--- config.mk ---
export PLATFORM = sky130hd
export DESIGN_NAME = ghostbus_regbank
export DESIGN_NICKNAME = d
export VERILOG_FILES = /design/src/rtl/ghostbus_regbank_pkg.sv /design/src/rtl/ghostbus_rdpipe.sv /design/src/rtl/ghostbus_regbank.sv
export SDC_FILE = /design/constraint.sdc
export NUM_CORES = 1
export LEC_CHECK = 0
export CORE_MARGIN = 10
export CORE_UTILIZATION = 46
export CTS_CLUSTER_DIAMETER = 50
export DETAILED_ROUTE_END_ITERATION = 6
export PLACE_DENSITY = 0.92
export SLEW_MARGIN = 15
export SYNTH_ARGS = -nofsm -noshare
export SYNTH_HDL_FRONTEND = slang
export SYNTH_SLANG_ARGS = --single-unit
--- constraint.sdc ---
create_clock -name clk -period 2.6 [get_ports clk]
set_input_delay 0.52 -clock clk [delete_from_list [all_inputs] [get_ports clk]]
set_output_delay 0.52 -clock clk [all_outputs]
set_load 0.1 [all_outputs]
--- src/rtl/ghostbus_regbank_pkg.sv ---
// Shared helpers for the ghostbus register bank: width math, address-window
// decode and the read-latency ceiling.
package ghostbus_regbank_pkg;

  localparam int RLAT_MAX = 4;

  function automatic int clog2(input int unsigned v);
    int r;
    r = 0;
    while ((64'd1 << r) < 64'(v)) r++;
    return r;
  endfunction

  // Half-open window [base, base+n); operands widened so base+n cannot wrap.
  function automatic logic in_range(input logic [63:0] addr,
                                    input logic [63:0] base,
                                    input logic [63:0] n);
    return (addr >= base) && (addr < base + n);
  endfunction

endpackage

--- src/rtl/ghostbus_rdpipe.sv ---
// Fixed-depth valid/data shift pipeline carrying read responses to the bus.
// Async clear drops anything in flight.
module ghostbus_rdpipe #(
  parameter int DEPTH = 1,
  parameter int W     = 32
) (
  input  logic         clk,
  input  logic         rst_n,
  input  logic         vld_i,
  input  logic [W-1:0] data_i,
  output logic         vld_o,
  output logic [W-1:0] data_o
);

  logic [DEPTH:1] vld_pipe;
  logic [W-1:0]   dat_pipe [DEPTH:1];

  always_ff @(posedge clk or negedge rst_n) begin
    if (!rst_n) begin
      vld_pipe <= '0;
      for (int i = 1; i <= DEPTH; i++) dat_pipe[i] <= '0;
    end else begin
      vld_pipe[1] <= vld_i;
      dat_pipe[1] <= data_i;
      for (int i = 2; i <= DEPTH; i++) begin
        vld_pipe[i] <= vld_pipe[i-1];
        dat_pipe[i] <= dat_pipe[i-1];
      end
    end
  end

  assign vld_o  = vld_pipe[DEPTH];
  assign data_o = dat_pipe[DEPTH];

endmodule

--- src/rtl/ghostbus_regbank.sv ---
// NCH host-accessible channel registers with write/read strobes plus a
// host-writable RAM read by the application, behind a local ghostbus slave.
module ghostbus_regbank
  import ghostbus_regbank_pkg::*;
#(
  parameter int unsigned AW       = 24,
  parameter int unsigned DW       = 32,
  parameter int unsigned GW       = 8,
  parameter int unsigned NCH      = 4,
  parameter int unsigned REG_BASE = 'h00,
  parameter int unsigned RAM_BASE = 'h40,
  parameter int unsigned RD       = 8,
  parameter int unsigned RW       = 4,
  parameter int          RLAT     = 1,
  parameter logic [GW-1:0]  INIT    = 'h42,
  parameter logic [NCH-1:0] RO_MASK = '0,
  localparam int RAW = clog2(RD)
) (
  input  logic                clk,
  input  logic                rst_n,
  input  logic [AW-1:0]       bus_addr,
  input  logic [DW-1:0]       bus_wdata,
  input  logic                bus_we,
  input  logic                bus_re,
  output logic [DW-1:0]       bus_rdata,
  output logic                bus_rvalid,
  output logic [NCH*GW-1:0]   reg_q,
  output logic [NCH-1:0]      reg_ws,
  output logic [NCH-1:0]      reg_rs,
  input  logic [NCH*GW-1:0]   sts_in,
  input  logic [RAW-1:0]      app_raddr,
  output logic [RW-1:0]       app_rdata
);

  if (RLAT < 1 || RLAT > RLAT_MAX) begin : g_bad_rlat
    $error("ghostbus_regbank: RLAT out of range");
  end
  if (GW > DW || RW > DW) begin : g_bad_width
    $error("ghostbus_regbank: GW and RW must not exceed DW");
  end
  if (!((REG_BASE + NCH <= RAM_BASE) || (RAM_BASE + RD <= REG_BASE))) begin : g_bad_map
    $error("ghostbus_regbank: register and RAM windows overlap");
  end
  if (RD < 2 || (RD & (RD - 1)) != 0 || (RAM_BASE % RD) != 0) begin : g_bad_ram
    $error("ghostbus_regbank: RD must be a power of 2 >= 2 and RAM_BASE RD-aligned");
  end
  if (NCH < 1 || NCH > 32) begin : g_bad_nch
    $error("ghostbus_regbank: NCH out of range");
  end

  logic [AW-1:0]  reg_off, ram_off;
  logic           reg_hit, ram_hit;
  logic [RAW-1:0] ram_idx;
  logic [NCH-1:0] ch_sel;

  assign reg_hit = in_range(64'(bus_addr), 64'(REG_BASE), 64'(NCH));
  assign ram_hit = in_range(64'(bus_addr), 64'(RAM_BASE), 64'(RD));
  assign reg_off = bus_addr - AW'(REG_BASE);
  assign ram_off = bus_addr - AW'(RAM_BASE);
  assign ram_idx = ram_off[RAW-1:0];

  logic [NCH-1:0][GW-1:0] chan_q;
  logic [NCH-1:0][GW-1:0] rd_view;

  for (genvar k = 0; k < NCH; k++) begin : g_ch
    assign ch_sel[k] = reg_hit && (reg_off == AW'(k));
    if (RO_MASK[k]) begin : g_ro
      // Host writes are dropped; the bus sees the live status input.
      assign chan_q[k]  = INIT;
      assign rd_view[k] = sts_in[k*GW +: GW];
    end else begin : g_rw
      logic [GW-1:0] val_q;
      always_ff @(posedge clk or negedge rst_n) begin
        if (!rst_n)                   val_q <= INIT;
        else if (bus_we && ch_sel[k]) val_q <= bus_wdata[GW-1:0];
      end
      assign chan_q[k]  = val_q;
      assign rd_view[k] = val_q;
    end
  end

  assign reg_q = chan_q;

  logic [NCH-1:0] reg_ws_d, reg_ws_q, reg_rs_d, reg_rs_q;

  always_comb begin
    reg_ws_d = bus_we ? ch_sel : '0;
    reg_rs_d = bus_re ? ch_sel : '0;
  end

  always_ff @(posedge clk or negedge rst_n) begin
    if (!rst_n) begin
      reg_ws_q <= '0;
      reg_rs_q <= '0;
    end else begin
      reg_ws_q <= reg_ws_d;
      reg_rs_q <= reg_rs_d;
    end
  end

  assign reg_ws = reg_ws_q;
  assign reg_rs = reg_rs_q;

  logic [RW-1:0] mem [RD];
  logic [RW-1:0] app_rdata_q;

  always_ff @(posedge clk) begin
    if (bus_we && ram_hit) mem[ram_idx] <= bus_wdata[RW-1:0];
  end

  // Reads the array at the same edge as any host write, so the app sees old data.
  always_ff @(posedge clk or negedge rst_n) begin
    if (!rst_n) app_rdata_q <= '0;
    else        app_rdata_q <= mem[app_raddr];
  end

  assign app_rdata = app_rdata_q;

  // Read data is captured combinationally before this edge's writes land.
  logic [DW-1:0] rd_d;

  always_comb begin
    rd_d = '0;
    if (bus_re) begin
      for (int k = 0; k < NCH; k++)
        if (ch_sel[k]) rd_d = DW'(rd_view[k]);
      if (ram_hit) rd_d = DW'(mem[ram_idx]);
    end
  end

  ghostbus_rdpipe #(
    .DEPTH (RLAT),
    .W     (DW)
  ) u_rdpipe (
    .clk    (clk),
    .rst_n  (rst_n),
    .vld_i  (bus_re),
    .data_i (rd_d),
    .vld_o  (bus_rvalid),
    .data_o (bus_rdata)
  );

endmodule

==> results.sh <==
export IMPL_relSlewSlack=0.6643
export IMPL_slew_viol_final=0
export IMPL_grt_max_degree=54
export IMPL_timing_final_hold_violations=0
export IMPL_required_ps=2660
export IMPL_antenna_cells=0
export IMPL_cpMaxStageDelayCell="or3_1"
export IMPL_drtAntennaViolNets=0
export IMPL_cts_root_buf="clkbuf_8"
export IMPL_rsz0062_at_grt="false"
export IMPL_wl_per_cell_um=22.35
export IMPL_cts_buffers=9
export IMPL_yosysWarnings=0
export IMPL_vdd_ir_drop_max_uv=261.9
export IMPL_path_buf_inv=2
export IMPL_drc=0
export IMPL_clk_pin_slew_ps=80
export IMPL_core_mm2=0.008636
export IMPL_place_congestion=0.8499
export IMPL_syn_inst=269
export IMPL_powerDensity_mw_per_mm2=528.8
export IMPL_crit_chain="clkdlybuf4s50_1 -> nor4_4 -> nand3_4 -> or3_1 -> nor4b_1 -> buf_4"
export IMPL_postCtsSetupRepairBufs=0
export IMPL_r2r_start="mem[3][2]$_DFFE_PP_"
export IMPL_setup_viol=0
export IMPL_grt_pass1_wl_mm=17.46
export IMPL_routed_wirelength_mm=11.33
export IMPL_cp_top_family="simple AND/OR/NAND/NOR gates"
export IMPL_die_height_um=113.7
export IMPL_fin_crit_sh=0.9155
export IMPL_vias=2836
export IMPL_rows=34
export IMPL_io_buffers=91
export IMPL_arrival_ps=2440
export IMPL_drt_pass1_iter_count=4
export IMPL_ios=172
export IMPL_timing_setup_tns_ps=0
export IMPL_grt_overflow_total=0
export IMPL_avgSynthCellArea_um2=15.01
export IMPL_p_leak_uw=0.002317
export IMPL_post_dp_hpwl_mm=8.429
export IMPL_grt_usage=0.1744
export IMPL_antenna_found_initial=0
export IMPL_finalCriticalPeriod_ps=2380
export IMPL_hold_path_class="primary input to async pin"
export IMPL_fill_cells=618
export IMPL_post_cts_resized=0
export IMPL_htreeDepth=3
export IMPL_outcome="complete, no violations"
export IMPL_final_setup_skew_ps=5.823
export IMPL_path_max_fanout=5
export IMPL_grt_pass1_vias=3149
export IMPL_die_w_um=113.7
export IMPL_fp_dieArea_mm2=0.01292
export IMPL_start_util=0.4675
export IMPL_cts_buffer_depth=2
export IMPL_numClockSinks=85
export IMPL_ys_seq_area_frac=0.5689
export IMPL_fin_hold_ws_ps=162.3
export IMPL_crit_type="primary input to flop"
export IMPL_fmax_ghz=0.4201
export IMPL_end_kind="flop"
export IMPL_synthArstFlopShare=0.6235
export IMPL_cp_startpoint="bus_addr[12]"
export IMPL_pre_cts_slack_ps=-149.0
export IMPL_cap_violations=0
export IMPL_synth_distinct_cells=48
export IMPL_start_kind="primary input"
export IMPL_slowest_delay_ps=490
export IMPL_tightest_slew_ps=490.9
export IMPL_synth_area_mm2=0.004038
export IMPL_ctsHoldBuffers=0
export IMPL_fin_ws_ps=219.7
export IMPL_ys_flop_type="dfrtp_1"
export IMPL_area_growth_pct=32.10
export IMPL_cts_tree="done"
export IMPL_dr_first_iter_drc_count=161
export IMPL_synth_seq_cells=85
export IMPL_drive_gt1_frac=0.4637
export IMPL_vias_per_cell=5.594
export IMPL_fin_nets=489
export IMPL_power_uw=2821
export IMPL_synth_enable_flop_cells=32
export IMPL_clkLatencyLatePin_ps=340
## synth_stat cells, drive strengths merged (3+ instances only)
cell type / number / area share
a22oi: 3 / 0.0056
mux2i: 3 / 0.0074
nor2: 14 / 0.013
clkbuf: 7 / 0.0065
mux2: 42 / 0.12
nand2: 8 / 0.0087
nor3b: 3 / 0.0056
a21oi: 5 / 0.0062
buf: 30 / 0.051
o21a: 3 / 0.0056
a22o: 3 / 0.0065
nor3: 8 / 0.0099
o21ai: 4 / 0.0050
nor4: 9 / 0.039
dfstp: 8 / 0.052
mux4: 14 / 0.078
dfrtp: 45 / 0.28
edfxtp: 32 / 0.24
## stage by stage
step / cells / util / instance area, um2
final: 507 / 0.6176 / 5334
after global routing: 507 / 0.6176 / 5334
after CTS: 507 / 0.6176 / 5334
after detailed placement: 491 / 0.5921 / 5114
after global placement: 491 / 0.5921 / 5114
after floorplan: 292 / - / 4124
## flip-flops by register name (all words and copies together) (netlist names)
signal	cells
reg_rs	4
mem	32
app_rdata	4
u_rdpipe.data_o	8
g_ch.g_rw.val_q	32
reg_ws	4
u_rdpipe.vld_o	1
## report_power, final
part / switching (uW) / internal [uW] / leakage [uW]
combinational: 302 / 115 / 0.00121
sequential: 1.61 / 1400 / 0.000987
clock: 453 / 553 / 0.000115
## path summary, 6_finish.rpt
check | endpoint | cells after the start | slack (ps)
max | mem[5][3]$_DFFE_PP_ | 6 | 220
min | g_ch[1].g_rw.val_q[5]$_DFFE_PN0P_ | 2 | 160
max reg2reg | u_rdpipe.data_o[2]$_DFF_PN0_ | 4 | 1060
min reg2reg | g_ch[3].g_rw.val_q[5]$_DFFE_PN0P_ | 1 | 550
max in group asynchronous | g_ch[3].g_rw.val_q[1]$_DFFE_PN1P_ | 2 | 2150
min in group clk | g_ch[3].g_rw.val_q[5]$_DFFE_PN0P_ | 1 | 550
## logic make-up after synthesis
family	count (synthesis)	synth area share
multiplexers	59	0.2101
flip-flops	85	0.5689
other	1	0.0009288
AND/OR/NAND/NOR	59	0.1134
buffers and inverters	38	0.05888
AO/OA/AOI/OAI	27	0.04773
## final cells by class
| type | instances | area, um2 | share of cell area |
|---|---|---|---|
| Inverter | 1 | 3.754 | 0.0007037 |
| Clock buffer | 13 | 180.2 | 0.03378 |
| Multi-Input combinational cell | 169 | 1589 | 0.2979 |
| Tap cell | 108 | 135.1 | 0.02533 |
| Timing Repair Buffer | 128 | 1089 | 0.2041 |
| Sequential cell | 85 | 2297 | 0.4307 |
| Clock inverter | 3 | 40.04 | 0.007506 |
## layer usage
metal / vias up / global-route usage / part of all wire / routed length [um]
li1: 1223 / - / - / -
met1: 1437 / 0.1985 / 0.37 / 4142
met2: 161 / 0.2986 / 0.51 / 5818
met3: 15 / 0.05984 / 0.11 / 1202
met4: 0 / 0.05922 / 0.015 / 169
met5: - / 0 / 0 / 0
## cell usage in the layout (no fill, tap or decap), types with 3 or more instances in the layout
| cell | instances |
|---|---|
| a21oi_1 | 5 |
| a22o_1 | 3 |
| a22oi_1 | 3 |
| buf_12 | 3 |
| buf_4 | 87 |
| clkbuf_8 | 11 |
| clkdlybuf4s50_1 | 37 |
| conb_1 | 24 |
| dfrtp_1 | 45 |
| dfstp_2 | 8 |
| edfxtp_1 | 32 |
| mux2_2 | 34 |
| mux2_4 | 8 |
| mux2i_1 | 3 |
| mux4_2 | 14 |
| nand2_1 | 6 |
| nor2_1 | 14 |
| nor3_1 | 8 |
| nor3b_1 | 3 |
| nor4_4 | 6 |
| o21a_1 | 3 |
| o21ai_0 | 4 |
Power figures use the tool's default switching activity.
